## config.mk

```make
export PLATFORM = sky130hd
export DESIGN_NAME = alu_seq
export DESIGN_NICKNAME = d
export VERILOG_FILES = /design/src/rtl/alu_seq.sv
export SDC_FILE = /design/constraint.sdc
export NUM_CORES = 1
export LEC_CHECK = 0
export ABC_AREA = 1
export BUFFER_PORTS_ARGS = -buffer_cell sky130_fd_sc_hd__buf_2
export CAP_MARGIN = 10
export CORE_UTILIZATION = 37
export CTS_CLUSTER_SIZE = 8
export DETAILED_ROUTE_END_ITERATION = 10
export GPL_TIMING_DRIVEN = 0
export MAX_ROUTING_LAYER = met4
export PLACE_DENSITY_LB_ADDON = 0.2
export SLEW_MARGIN = 5
export SYNTH_ARGS = -nofsm -noshare
export SYNTH_HDL_FRONTEND = slang
export SYNTH_SLANG_ARGS = --single-unit
export TNS_END_PERCENT = 20
```

## constraint.sdc

```tcl
create_clock -name clk -period 2.9 [get_ports clk]
set_input_delay 0.145 -clock clk [delete_from_list [all_inputs] [get_ports clk]]
set_output_delay 0.145 -clock clk [all_outputs]
set_load 0.01 [all_outputs]
```

## src/rtl/alu_seq.sv

```systemverilog
// Multi-cycle WIDTH-bit ALU with valid/ready handshakes and carry/zero/sign/overflow flags.
// Define ALU_SEQ_MUL_EN to turn opcode 10 into an iterative shift-add multiplier.
module alu_seq #(
    parameter int WIDTH = 8,
    parameter int CNTW  = $clog2(WIDTH + 1)
) (
    input  logic             clk,
    input  logic             rst_n,
    input  logic             in_valid,
    output logic             in_ready,
    input  logic [WIDTH-1:0] ALUA,
    input  logic [WIDTH-1:0] ALUB,
    input  logic [3:0]       ALUControl,
    input  logic             ALUFlagIn,
    output logic             out_valid,
    input  logic             out_ready,
    output logic [WIDTH-1:0] ALUResult,
    output logic             C,
    output logic             Z,
    output logic             S,
    output logic             V
);

    // state | meaning
    // IDLE  | in_ready high, waiting for in_valid
    // EXEC  | one shift/multiply step per cycle until cnt reaches 0, then result is latched
    // DONE  | out_valid high, outputs held until out_ready
    typedef enum logic [1:0] {IDLE, EXEC, DONE} state_t;

    localparam logic [3:0] OP_AND = 4'd0;
    localparam logic [3:0] OP_OR  = 4'd1;
    localparam logic [3:0] OP_ADD = 4'd2;
    localparam logic [3:0] OP_INC = 4'd3;
    localparam logic [3:0] OP_DEC = 4'd4;
    localparam logic [3:0] OP_NOT = 4'd5;
    localparam logic [3:0] OP_SUB = 4'd6;
    localparam logic [3:0] OP_XOR = 4'd7;
    localparam logic [3:0] OP_SHL = 4'd8;
    localparam logic [3:0] OP_SHR = 4'd9;
`ifdef ALU_SEQ_MUL_EN
    localparam logic [3:0] OP_MUL = 4'd10;
`endif

    localparam int                MSB      = WIDTH - 1;
    localparam logic [CNTW-1:0]   CNT_FULL = CNTW'(WIDTH);
    localparam logic [CNTW-1:0]   CNT_ONE  = CNTW'(1);
    localparam logic [WIDTH-1:0]  AMT_FULL = WIDTH'(WIDTH);
    localparam logic [WIDTH-1:0]  ONE_W    = WIDTH'(1);
    localparam logic [WIDTH:0]    ONE_W1   = (WIDTH + 1)'(1);

    state_t            state;
    logic [WIDTH-1:0]  a_q;
    logic [WIDTH-1:0]  b_q;
    logic [3:0]        op_q;
    logic              fin_q;
    logic              carry_q;
    logic [CNTW-1:0]   cnt;

    logic [CNTW-1:0]   steps;
    logic [WIDTH-1:0]  opnd;
    logic [WIDTH:0]    sum;
    logic [WIDTH-1:0]  res;
    logic              cf;
    logic              vf;

`ifdef ALU_SEQ_MUL_EN
    // a_q holds the multiplicand, {acc_q, b_q} is the shifting partial product
    logic [WIDTH-1:0]  acc_q;
    logic [WIDTH:0]    mul_sum;

    always_comb begin
        mul_sum = {1'b0, acc_q} + (b_q[0] ? {1'b0, a_q} : '0);
    end
`endif

    // Step count loaded on accept; a shift amount beyond WIDTH saturates
    always_comb begin
        steps = '0;
        if (ALUControl == OP_SHL || ALUControl == OP_SHR)
            steps = (ALUB >= AMT_FULL) ? CNT_FULL : ALUB[CNTW-1:0];
`ifdef ALU_SEQ_MUL_EN
        if (ALUControl == OP_MUL)
            steps = CNT_FULL;
`endif
    end

    always_comb begin
        opnd = fin_q ? b_q : a_q;
        sum  = '0;
        res  = '0;
        cf   = 1'b0;
        vf   = 1'b0;
        case (op_q)
            OP_AND: res = a_q & b_q;
            OP_OR:  res = a_q | b_q;
            OP_ADD: begin
                sum = {1'b0, a_q} + {1'b0, b_q} + {{WIDTH{1'b0}}, fin_q};
                res = sum[WIDTH-1:0];
                cf  = sum[WIDTH];
                vf  = (a_q[MSB] == b_q[MSB]) && (res[MSB] != a_q[MSB]);
            end
            OP_INC: begin
                sum = {1'b0, opnd} + ONE_W1;
                res = sum[WIDTH-1:0];
                cf  = sum[WIDTH];
            end
            OP_DEC: begin
                res = opnd - ONE_W;
                cf  = (opnd == '0);
            end
            OP_NOT: res = ~opnd;
            OP_SUB: begin
                sum = {1'b0, a_q} + {1'b0, ~b_q} + ONE_W1;
                res = sum[WIDTH-1:0];
                cf  = sum[WIDTH];
                vf  = (a_q[MSB] != b_q[MSB]) && (res[MSB] != a_q[MSB]);
            end
            OP_XOR: res = a_q ^ b_q;
            OP_SHL, OP_SHR: begin
                res = a_q;
                cf  = carry_q;
            end
`ifdef ALU_SEQ_MUL_EN
            OP_MUL: begin
                res = b_q;
                cf  = |acc_q;
            end
`endif
            default: res = '0;
        endcase
    end

    always_ff @(posedge clk or negedge rst_n) begin
        if (!rst_n) begin
            state     <= IDLE;
            in_ready  <= 1'b1;
            out_valid <= 1'b0;
            ALUResult <= '0;
            C         <= 1'b0;
            Z         <= 1'b0;
            S         <= 1'b0;
            V         <= 1'b0;
            a_q       <= '0;
            b_q       <= '0;
            op_q      <= '0;
            fin_q     <= 1'b0;
            carry_q   <= 1'b0;
            cnt       <= '0;
`ifdef ALU_SEQ_MUL_EN
            acc_q     <= '0;
`endif
        end else begin
            case (state)
                IDLE: begin
                    if (in_valid) begin
                        a_q      <= ALUA;
                        b_q      <= ALUB;
                        op_q     <= ALUControl;
                        fin_q    <= ALUFlagIn;
                        carry_q  <= 1'b0;
                        cnt      <= steps;
`ifdef ALU_SEQ_MUL_EN
                        acc_q    <= '0;
`endif
                        in_ready <= 1'b0;
                        state    <= EXEC;
                    end
                end
                EXEC: begin
                    if (cnt == '0) begin
                        ALUResult <= res;
                        C         <= cf;
                        Z         <= (res == '0);
                        S         <= res[MSB];
                        V         <= vf;
                        out_valid <= 1'b1;
                        state     <= DONE;
                    end else begin
                        cnt <= cnt - CNT_ONE;
                        case (op_q)
                            OP_SHL: begin
                                carry_q <= a_q[MSB];
                                a_q     <= {a_q[WIDTH-2:0], fin_q};
                            end
                            OP_SHR: begin
                                carry_q <= a_q[0];
                                a_q     <= {fin_q, a_q[WIDTH-1:1]};
                            end
`ifdef ALU_SEQ_MUL_EN
                            OP_MUL: begin
                                acc_q <= mul_sum[WIDTH:1];
                                b_q   <= {mul_sum[0], b_q[WIDTH-1:1]};
                            end
`endif
                            default: ;
                        endcase
                    end
                end
                DONE: begin
                    if (out_ready) begin
                        out_valid <= 1'b0;
                        in_ready  <= 1'b1;
                        state     <= IDLE;
                    end
                end
                default: state <= IDLE;
            endcase
        end
    end

endmodule

```

==> results of run 1 <==
-- how the worst max path moves through the flow --
stage	slack (ns)	from	to
after global routing	0.01	a_q[0]	Z
final	0.26	a_q[0]	Z
after global placement	0.27	a_q[3]	Z
after detailed placement	0.32	a_q[3]	Z
after CTS	0.28	a_q[3]	Z
after floorplan	0.77	a_q[0]	Z
-- cell type report --
type | count | area share [%]
Inverter | 69 | 6.12
Sequential cell | 41 | 24.3
Clock inverter | 1 | 0.709
Buffer | 14 | 1.71
Multi-Input combinational cell | 463 | 56.8
Tap cell | 133 | 3.93
Clock buffer | 7 | 2.04
Timing Repair Buffer | 38 | 4.49
-- metrics by stage --
stage	hold WS [ns]	std cells	cell area, um2	setup slack, ns
after floorplan	-0.151	588	3770	0.765
after global placement	0.345	759	4120	0.267
after detailed placement	0.356	759	4120	0.319
after CTS	0.0310	767	4240	0.281
after global routing	0.0460	766	4240	0.0107
final	-0.0253	766	4240	0.262
-- metal layers --
metal,up-vias,wire [um]
met5,-,0
met4,0,295
met3,16,455
met2,110,5150
met1,1789,5560
li1,1999,-
-- state kept, by name, indices dropped and copies added (netlist names) --
| register | count |
|---|---|
| V | 1 |
| Z | 1 |
| b_q | 8 |
| a_q | 8 |
| in_ready | 1 |
| ALUResult | 8 |
| carry_q | 1 |
| out_valid | 1 |
| state | 2 |
| C | 1 |
| op_q | 4 |
| cnt | 4 |
| fin_q | 1 |
-- power by group through the flow --
stage / clock, mW / sequential, mW / combinational [mW]
floorplan: 0 / 1.12 / 2.93
global placement: 0 / 1.16 / 3.99
detailed placement: 0 / 1.17 / 4.01
CTS: 0.504 / 1.16 / 4.03
global route: 0.527 / 1.21 / 4.64
finish: 0.490 / 1.16 / 4.08
-- placed cells by master, fill, tap and decap left out, types with 5 or more instances in the layout --
cell type	count
inv_2	6
a31oi_1	10
o21ai_1	5
buf_2	42
nand4_1	11
clkbuf_1	8
inv_1	63
nor2_1	67
nand2_1	181
nand3_1	53
clkbuf_8	6
dfrtp_1	40
o21ai_2	5
ha_1	31
o21ai_0	41
a21oi_1	24
-- Yosys cell counts --
cell type  instances  share of area (%)
dfstp_2            1               0.70
nand2_1          181                 18
or2_0              1               0.17
o32ai_1            1               0.23
buf_6              1               0.30
inv_2              6               0.60
dfrtp_1           40                 27
nand2_2            2               0.33
inv_1             63                6.3
buf_2              4               0.53
o21a_1             1               0.20
o311ai_0           1               0.23
o21ai_1            5               0.66
buf_4              2               0.40
a21oi_2            1               0.23
o21ai_2            5                1.2
o22ai_1            3               0.50
o2111ai_1          1               0.23
a21oi_1           24                3.2
nor2_2             3               0.50
nand3_1           53                7.0
nor2_1            67                6.7
nand4_1           11                1.8
and2_1             1               0.17
xor2_1             3               0.70
nor2_4             1               0.30
clkbuf_1           8               0.80
o211ai_1           3               0.60
fa_1               3                1.6
a31oi_1           10                1.7
a22oi_1            2               0.40
nand3b_1           3               0.60
o21ai_0           41                5.4
a21o_1             1               0.20
nor3_1             2               0.27
nor4_1             1               0.17
nor3b_1            1               0.20
ha_1              31                 10
-- kinds of logic (layout without fill, tap and decap cells) --
family / after synthesis / after routing
AO/OA/AOI/OAI: 99 / 99
XOR/XNOR: 3 / 3
flip-flops: 41 / 41
buffers and inverters: 84 / 129
AND/OR/NAND/NOR: 327 / 327
adder cells (fa/ha/maj): 34 / 34
-- timing repair --
| action | CTS | global route |
|---|---|---|
| endpoints found under the setup margin | 0 | 1 |
| hold buffers | 0 | 0 |
| gates resized for setup | 0 | 0 |
==> run_results.csv, run 1 <==
group,metric,value,unit
status,status,"finished, violations left",
status,violations,"negative hold slack",
routing,dr.pass1.iters,5,
routing,drt-initial-drc-count,318,
setup_path,cp_max_fo,5,
setup_path,reg2reg_slack,0.26,ns
setup_path,path_class,"register to register",
synthesis,synthSimpleGateAreaFrac,36.3,%
finish,multiInputGateArea,2400,um2
cts,cts.sinks,41,
sta,hold_ws,-0.0253,ns
synthesis,synthAdderAreaFrac,11.9,%
global_route,grt_pass1_vias,3515,
setup_path,critPathTopFamily,"simple AND/OR/NAND/NOR gates",
power_and_ir_drop,seqPwrFrac,20.2,%
sta,rsz0062_at_grt,"no",
setup_path,cp_common_cell,"nand3_1",
setup_path,endpoint_kind,"register",
finish,register_area,1030,um2
synthesis,syn_avg_cell_area,6.40,um2
floorplan,io_pins,39,
placed_design,gp_congestion,0.995,
cts,numCtsBuffers,5,
sta,max_slew_margin,38.2,%
finish,drive_above_1_share,11.2,%
setup_path,crit_required,3.14,ns
cts,ctsHtreeMaxLevel,2,
cts,cts_post_setup_buffers_inserted,0,
cts,clock_latency,0.30,ns
finish,fin_nets,691,
sta,clock_skew,0.0100,ns
power_and_ir_drop,power_density,1350,nW/um2
cts,cts_tree,"built",
routing,drcViolationCount,0,
synthesis,synth_nets,647,
global_route,antenna_found_initial,0,
sta,max_freq,379,MHz
setup_path,reg2reg_to,"Z",
hold_path,hold_path.class,"primary input to asynchronous set/reset pin",
sta,setup_viol,0,
global_route,top_usage_layer,"met2",
synthesis,syn_area,3770,um2
setup_path,r2r_cells,14,
power_and_ir_drop,total_power,5.72,mW
synthesis,synthXorXnorAreaFrac,0.698,%
power_and_ir_drop,p_sw,3.29,mW
setup_path,cp_slowest_cell,"dfrtp_1",
placed_design,dp_hpwl,9330,um
setup_path,r2r-start,"a_q[0]",
routing,ant_nets,0,
global_route,grt_use_met1,32.1,%
setup_path,critPathLaunchType,"register",
global_route,met2_usage,35.8,%
power_and_ir_drop,internal-power,2.43,mW
routing,via_count,3914,
setup_path,worstSetupPathDepth,14,
setup_path,cp_slowest_stage_delay,0.46,ns
floorplan,core,9820,um2
power_and_ir_drop,p_clk_share,8.6,%
global_route,grt_overflow,0,
sta,post-route-period-util,91.0,%
synthesis,synth_cells,588,
synthesis,ys_ff_latch,41,
floorplan,die_w,103,um
global_route,grt_start_max_net_pins,42,
power_and_ir_drop,p_comb_share,71.2,%
floorplan,dieArea,10600,um2
cts,clk_path_buf_depth,2,
routing,routed_via_density,5.11,
sta,worst_pin_slew,0.927,ns
synthesis,ys_warn_count,0,
global_route,grt_use_total,23.4,%
finish,post-route-util,43.1,%
synthesis,synthMuxAreaShare,0,%
power_and_ir_drop,p_sw_share,57.5,%
floorplan,die_h,103,um
finish,antenna_cells,0,
power_and_ir_drop,ir_worst_vdd,0.484,mV
synthesis,synth_top_family_by_area,"simple AND/OR/NAND/NOR gates",
finish,area_growth,12.5,%
routing,wl,11500,um
cts,cts_root_buf,"clkbuf_8",
sta,setup_tns,0,ns
routing,wl_per_cell,15.0,um
sta,finalHoldViolCount,40,
sta,slew_violations,0,
setup_path,worstPathArrival,2.87,ns
floorplan,rows,36,
run,cap_violations,0,
synthesis,synth.distinct_cells,38,
finish,fillers,1077,
global_route,grt_pass1_wl,18100,um
floorplan,start_util,38.4,%
setup_path,critPathBufInv,2,
power_and_ir_drop,leakage,2.16,nW
cts,clk_pin_slew,0.08,ns
placed_design,numPortBuffers,38,
setup_path,worstPathCellList,"inv_1, ha_1, fa_1, inv_1, nand3_1, nand2_1, nand2_1, nand3_1, nand3_1, nor2_1, nand3_1, nor2_1, nand3_1, nand2_1",
synthesis,seq_area_frac_synth,27.3,%
synthesis,synth_compound_area_share,15.0,%
global_route,use_met3,2.64,%
sta,min_period,2.64,ns
Power figures use the tool's default switching activity.
==> run 2: changes to the inputs <==
--- a/config.mk
+++ b/config.mk
@@ -8,7 +8,7 @@
 export ABC_AREA = 1
 export BUFFER_PORTS_ARGS = -buffer_cell sky130_fd_sc_hd__buf_2
 export CAP_MARGIN = 10
-export CORE_UTILIZATION = 37
+export CORE_UTILIZATION = 24
 export CTS_CLUSTER_SIZE = 8
 export DETAILED_ROUTE_END_ITERATION = 10
 export GPL_TIMING_DRIVEN = 0
==> constraint.sdc (replaced) <==
create_clock -name clk -period 2.24 [get_ports clk]
set_input_delay 0.112 -clock clk [delete_from_list [all_inputs] [get_ports clk]]
set_output_delay 0.112 -clock clk [all_outputs]
set_load 0.01 [all_outputs]
==> run 2 against run 1 <==
Net effect:
- the flow finishes with violations (negative hold slack, negative setup slack)
- clock-buffer cell count down 1
- worst hold slack got worse by 0.024 ns
- via count down 0.41%
- cell area increased by 5.6%
- highest routed layer unchanged
==> run_results.csv, run 2 (same netlist as run 1, synthesis figures left out) <==
group,metric,value,unit
placed_design,dp_hpwl,10400,um
sta,hold_ws,-0.0494,ns
status,status,"finished, violations left",
setup_path,cp_common_cell,"nand3_1",
sta,clock_skew,0.00787,ns
hold_path,hold_path.class,"primary input to asynchronous set/reset pin",
floorplan,die_w,127,um
placed_design,numPortBuffers,38,
routing,wl,12700,um
global_route,antenna_found_initial,0,
finish,mostFrequentLayoutCells,"nand2_1, nor2_1, inv_1",
routing,routed_via_density,4.61,
sta,finalWorstSetupSlack,-0.0935,ns
floorplan,dieArea,16200,um2
routing,dr.pass1.iters,4,
setup_path,worstPathArrival,2.57,ns
floorplan,io_pins,39,
power_and_ir_drop,power_density,1780,nW/um2
run,cap_violations,0,
global_route,grt_start_max_net_pins,42,
sta,rsz0062_at_grt,"yes",
sta,min_period,2.33,ns
power_and_ir_drop,total_power,7.97,mW
setup_path,path_class,"register to register",
floorplan,rows,45,
power_and_ir_drop,leakage,2.19,nW
sta,finalHoldViolCount,40,
setup_path,cp_slowest_cell,"dfrtp_2",
cts,cts_root_buf,"clkbuf_16",
cts,clk_path_buf_depth,2,
cts,numCtsBuffers,5,
global_route,grt_pass1_wl,19700,um
finish,fin_nets,692,
floorplan,die_h,127,um
sta,worst_pin_slew,0.957,ns
finish,drive_above_1_share,16.1,%
routing,drcViolationCount,0,
global_route,grt_overflow,0,
routing,via_count,3898,
cts,ctsHoldBuffers,0,
routing,drt-initial-drc-count,263,
setup_path,worstPathCellList,"inv_2, ha_2, fa_2, inv_2, nand3_1, nand2_1, nand2_1, nand3_1, nand3_1, nor2_2, nand3_1, nor2_1, nand3_1, nand2_1",
setup_path,crit_required,2.47,ns
placed_design,dpl_cell_area,4220,um2
cts,clock_latency,0.30,ns
placed_design,dpl.cell_count,837,
global_route,grt_use_total,16.5,%
placed_design,place_ws,-0.477,ns
finish,final_common_cell,"nand2_1",
sta,setup_viol,1,
power_and_ir_drop,ir_worst_vdd,0.417,mV
finish,fillers,1741,
sta,max_freq,429,MHz
finish,instances_no_fill,845,
setup_path,cp_max_fo,5,
routing,ant_nets,0,
routing,wl_per_cell,15.0,um
setup_path,cp_slowest_stage_delay,0.43,ns
finish,area_growth,18.8,%
sta,post-route-period-util,104,%
sta,max_slew_margin,36.2,%
setup_path,critPathLaunchType,"register",
floorplan,start_util,24.7,%
floorplan,core,15300,um2
status,violations,"negative hold slack, negative setup slack",
finish,post-route-cell-area,4470,um2
finish,antenna_cells,0,
finish,reg_top3,"ALUResult (8), a_q (8), b_q (8)",
setup_path,endpoint_kind,"register",
sta,slew_violations,0,
cts,cts.sinks,41,
cts,ctsHtreeMaxLevel,2,
cts,clk_pin_slew,0.06,ns
placed_design,gp_congestion,0.921,
cts,cts_tree,"built",
global_route,grt_pass1_vias,3600,
[run 2: cell count changes in the layout (fill, tap and decap cells not counted), sizes merged]
cell | before | now
clkbuf | 14 | 12
clkinvlp | 0 | 1
buf | 45 | 47
[run 2: metrics by stage]
step	hold slack [ns]	TNS (ns)	utilization [%]
detailed placement	0.334	-1.34	27.7
global placement	0.324	-1.25	27.7
global route	0.0406	-0.697	29.3
CTS	0.0157	-0.127	29.2
floorplan	-0.184	0	-
finish	-0.0494	-0.0935	29.3
[run 2: path summary, 6_finish.rpt]
check                      startpoint        to  slack (ns)  cells after the start
max                            a_q[0]         Z       -0.09                     14
min                             rst_n         V       -0.05                      1
max reg2reg                    a_q[0]         Z       -0.09                     14
min reg2reg                  in_ready  in_ready        0.47                      2
max in group asynchronous       rst_n    a_q[0]        1.61                      1
min in group clk            out_ready  state[1]        0.02                      2
[run 2: timing repair]
item	4_1_cts	5_1_grt
buffers inserted	2	0
pin swaps	2	2
resized for setup	21	10
endpoints found under the setup margin	6	8
hold endpoints to repair	0	0
[run 2: layout make-up]
| type | instances | area (um2) | area share (%) |
|---|---|---|---|
| well taps | 211 | 264 | 5.90 |
| clock inverters | 2 | 37.5 | 0.839 |
| repair buffers | 40 | 205 | 4.59 |
| multi-input cells | 463 | 2460 | 55.0 |
| plain buffers | 13 | 72.6 | 1.62 |
| inverters | 69 | 259 | 5.79 |
| flip-flops and latches | 41 | 1040 | 23.2 |
| clock buffers | 6 | 139 | 3.10 |
[run 2: critical path, delay by kind of cell, from the launching register on]
kind	cells	cell delay, ns
DFF	1	0.43
buffers and inverters	2	0.18
and+or+nand+nor	10	1.06
adders and majority gates	2	0.60
[run 2: where the power goes]
group	leakage, nW	internal (mW)	switching, mW
Combinational	1.61	1.83	3.74
Clock	0.0831	0.556	0.316
Sequential	0.493	1.11	0.413
[run 2: routing by layer]
| layer | global-route usage [%] | wire length, um | part of all wire [%] | vias up |
|---|---|---|---|---|
| met2 | 25.5 | 5660 | 45 | 90 |
| met4 | 4.34 | 192 | 1.5 | 0 |
| li1 | - | - | - | 2000 |
| met3 | 2.47 | 547 | 4.3 | 12 |
| met1 | 22.5 | 6290 | 50 | 1796 |
| met5 | - | 0 | 0 | - |
==> run 3: changes to the inputs <==
--- a/config.mk
+++ b/config.mk
@@ -5,7 +5,6 @@
 export SDC_FILE = /design/constraint.sdc
 export NUM_CORES = 1
 export LEC_CHECK = 0
-export ABC_AREA = 1
 export BUFFER_PORTS_ARGS = -buffer_cell sky130_fd_sc_hd__buf_2
 export CAP_MARGIN = 10
 export CORE_UTILIZATION = 24
==> run 3 against run 2 <==
Net effect:
- the flow still finishes with violations (negative hold slack, negative setup slack)
- clock power increased by 8.2%
- combinational power increased by 19%
- clock-buffer cell count decreased by 1
- sequential power about the same
- flip-flop and latch count unchanged
- global-route usage increased by 0.62 points
- cell area increased by 9.8%
- via count decreased by 4.6%
- critical endpoint unchanged
==> run_results.csv, run 3 <==
group,metric,value,unit
status,status,"finished, violations left",
status,violations,"negative hold slack, negative setup slack",
setup_path,cp_max_fo,4,
placed_design,dp_hpwl,10100,um
routing,drt-initial-drc-count,197,
routing,ant_nets,0,
sta,hold_ws,-0.0222,ns
run,cap_violations,0,
floorplan,io_pins,39,
cts,ctsHtreeMaxLevel,2,
cts,ctsHoldBuffers,0,
synthesis,synth_flop_cell,"dfrtp_1",
synthesis,synth_cells,461,
sta,worst_pin_slew,0.973,ns
synthesis,syn_avg_cell_area,8.33,um2
cts,clk_path_buf_depth,2,
floorplan,rows,45,
finish,instances_no_fill,745,
sta,setup_tns,-2.23,ns
sta,slew_violations,0,
setup_path,path_class,"register to register",
finish,drive_above_1_share,29.8,%
power_and_ir_drop,leakage,2.08,nW
floorplan,start_util,24.9,%
cts,clk_pin_slew,0.06,ns
global_route,grt_pass1_vias,3724,
sta,finalHoldViolCount,35,
finish,final_common_cell,"nor2_1",
synthesis,synth_top_area_share,26.1,%
finish,mostFrequentLayoutCells,"nor2_1, buf_2, nand2_1",
finish,area_growth,28.0,%
synthesis,synth_nets,520,
synthesis,synth_area_leaders,"dfrtp_1, ha_1, a21oi_1",
routing,via_count,3720,
sta,post-route-period-util,118,%
placed_design,gp_congestion,0.914,
routing,drcViolationCount,0,
cts,cts_root_buf,"clkbuf_16",
synthesis,syn_area,3840,um2
global_route,grt_pass1_wl,20900,um
routing,wl,13300,um
placed_design,numPortBuffers,38,
placed_design,dpl.cell_count,710,
synthesis,ys_warn_count,0,
finish,reg_top3,"ALUResult (8), a_q (8), b_q (8)",
sta,setup_viol,9,
floorplan,die_h,128,um
global_route,grt_use_total,17.1,%
cts,numCtsBuffers,5,
synthesis,synth.distinct_cells,71,
finish,fillers,1674,
hold_path,hold_path.class,"primary input to asynchronous set/reset pin",
cts,cts_tree,"built",
synthesis,synth_top_area_cell,"dfrtp_1",
global_route,grt_overflow,0,
synthesis,yosys.cell_count.top_type,"nor2_1",
cts,cts.sinks,41,
routing,routed_via_density,4.99,
sta,finalWorstSetupSlack,-0.398,ns
cts,clock_latency,0.29,ns
floorplan,core,15400,um2
synthesis,synth_common_cells,"nor2_1, nand2_1, a21oi_1",
synthesis,ys_ff_latch,41,
synthesis,synth_edf_count,0,
setup_path,critPathLaunchType,"register",
floorplan,dieArea,16500,um2
synthesis,async_flop_share,100,%
routing,dr.pass1.iters,4,
sta,max_slew_margin,35.1,%
floorplan,die_w,128,um
setup_path,worstPathArrival,2.83,ns
sta,min_period,2.64,ns
setup_path,crit_required,2.43,ns
synthesis,seq_area_frac_synth,26.8,%
power_and_ir_drop,power_density,1850,nW/um2
sta,rsz0062_at_grt,"yes",
global_route,antenna_found_initial,0,
routing,wl_per_cell,17.8,um
finish,fin_nets,592,
finish,antenna_cells,0,
setup_path,endpoint_kind,"register",
power_and_ir_drop,ir_worst_vdd,0.740,mV
global_route,grt_start_max_net_pins,42,
sta,clock_skew,0.00757,ns
sta,max_freq,379,MHz
## run 3: cell count changes after synthesis, moves of 7 or more
cell,change
xnor2_1,+12
nor2_1,-21
a221oi_1,+8
nand2_1,-138
nor2b_1,+7
a21oi_1,+17
nand3_1,-47
inv_1,-31
a31oi_1,-7
nor3_1,+8
nand4_1,-8
## run 3: cell type report
cell class / count / area (um2) / share of cell area (%)
clock buffers: 5 / 125 / 2.55
plain buffers: 25 / 168 / 3.41
clock inverters: 3 / 65.1 / 1.32
inverters: 33 / 129 / 2.62
flip-flops and latches: 41 / 1040 / 21.2
repair buffers: 65 / 393 / 8.00
well taps: 211 / 264 / 5.37
multi-input cells: 362 / 2730 / 55.5
## run 3: report_power, final
| group | internal (mW) | switching (mW) | total (mW) |
|---|---|---|---|
| clock | 0.637 | 0.309 | 0.945 |
| sequential | 1.10 | 0.418 | 1.52 |
| combinational | 2.78 | 3.82 | 6.61 |
| total | 4.52 | 4.55 | 9.07 |
## run 3: metrics by stage
step           setup WS (ns)  total power, mW  area (um2)  hold slack [ns]  util [%]
2_1_floorplan         -0.225             5.56        3930           -0.184         -
3_3_place_gp          -0.747             7.21        4390            0.315      28.4
3_5_place_dp          -0.772             7.23        4390            0.326      28.4
4_1_cts               -0.472             8.75        4810           0.0116      31.2
5_1_grt               -0.518             9.81        4910           0.0442      31.8
6_report              -0.398             9.07        4910          -0.0222      31.8
## run 3: final timing paths
check / start / to / slack [ns] / depth (start not counted)
max reg2reg: a_q[0] / Z / -0.40 / 8
max in group asynchronous: rst_n / b_q[4] / 1.59 / 1
min in group clk: ALUControl[2] / op_q[2] / 0.06 / 3
min: rst_n / cnt[0] / -0.02 / 1
min reg2reg: ALUResult[4] / ALUResult[4] / 0.48 / 2
max: a_q[0] / Z / -0.40 / 8
## run 3: kinds of logic (layout without fill, tap and decap cells)
kind of cell / count (synthesis) / in the layout / synth area share (%)
AOI/OAI and AO/OA: 144 / 144 / 24.7
xor gates and xnor gates: 17 / 17 / 3.88
adders and majority gates: 34 / 34 / 11.7
buffers and inverters: 58 / 131 / 6.71
DFF: 41 / 41 / 26.8
muxes: 18 / 18 / 6.71
and+or+nand+nor: 149 / 149 / 19.6
## run 3: layer usage
metal  GRT usage [%]  share of wire (%)  vias to the layer above
met5               -                  0                        -
met4            6.16                3.0                        0
met3            3.74                5.3                       29
met2            26.5                 45                      106
met1            21.9                 47                     1783
li1                -                  -                     1802
## run 3: what timing repair did
action / CTS / global route
buffers inserted: 21 / 6
pin swaps: 8 / 10
gates resized for setup: 22 / 26
setup endpoints to repair: 20 / 19
## run 3: critical path: stages (launching register included)
cell and delay (ns):
dfrtp_2 0.45, fa_2 0.41, a21o_1 0.18, a221o_1 0.36
o41ai_2 0.27, inv_1 0.11, a221oi_2 0.28, o21ai_2 0.12
o41ai_2 0.34
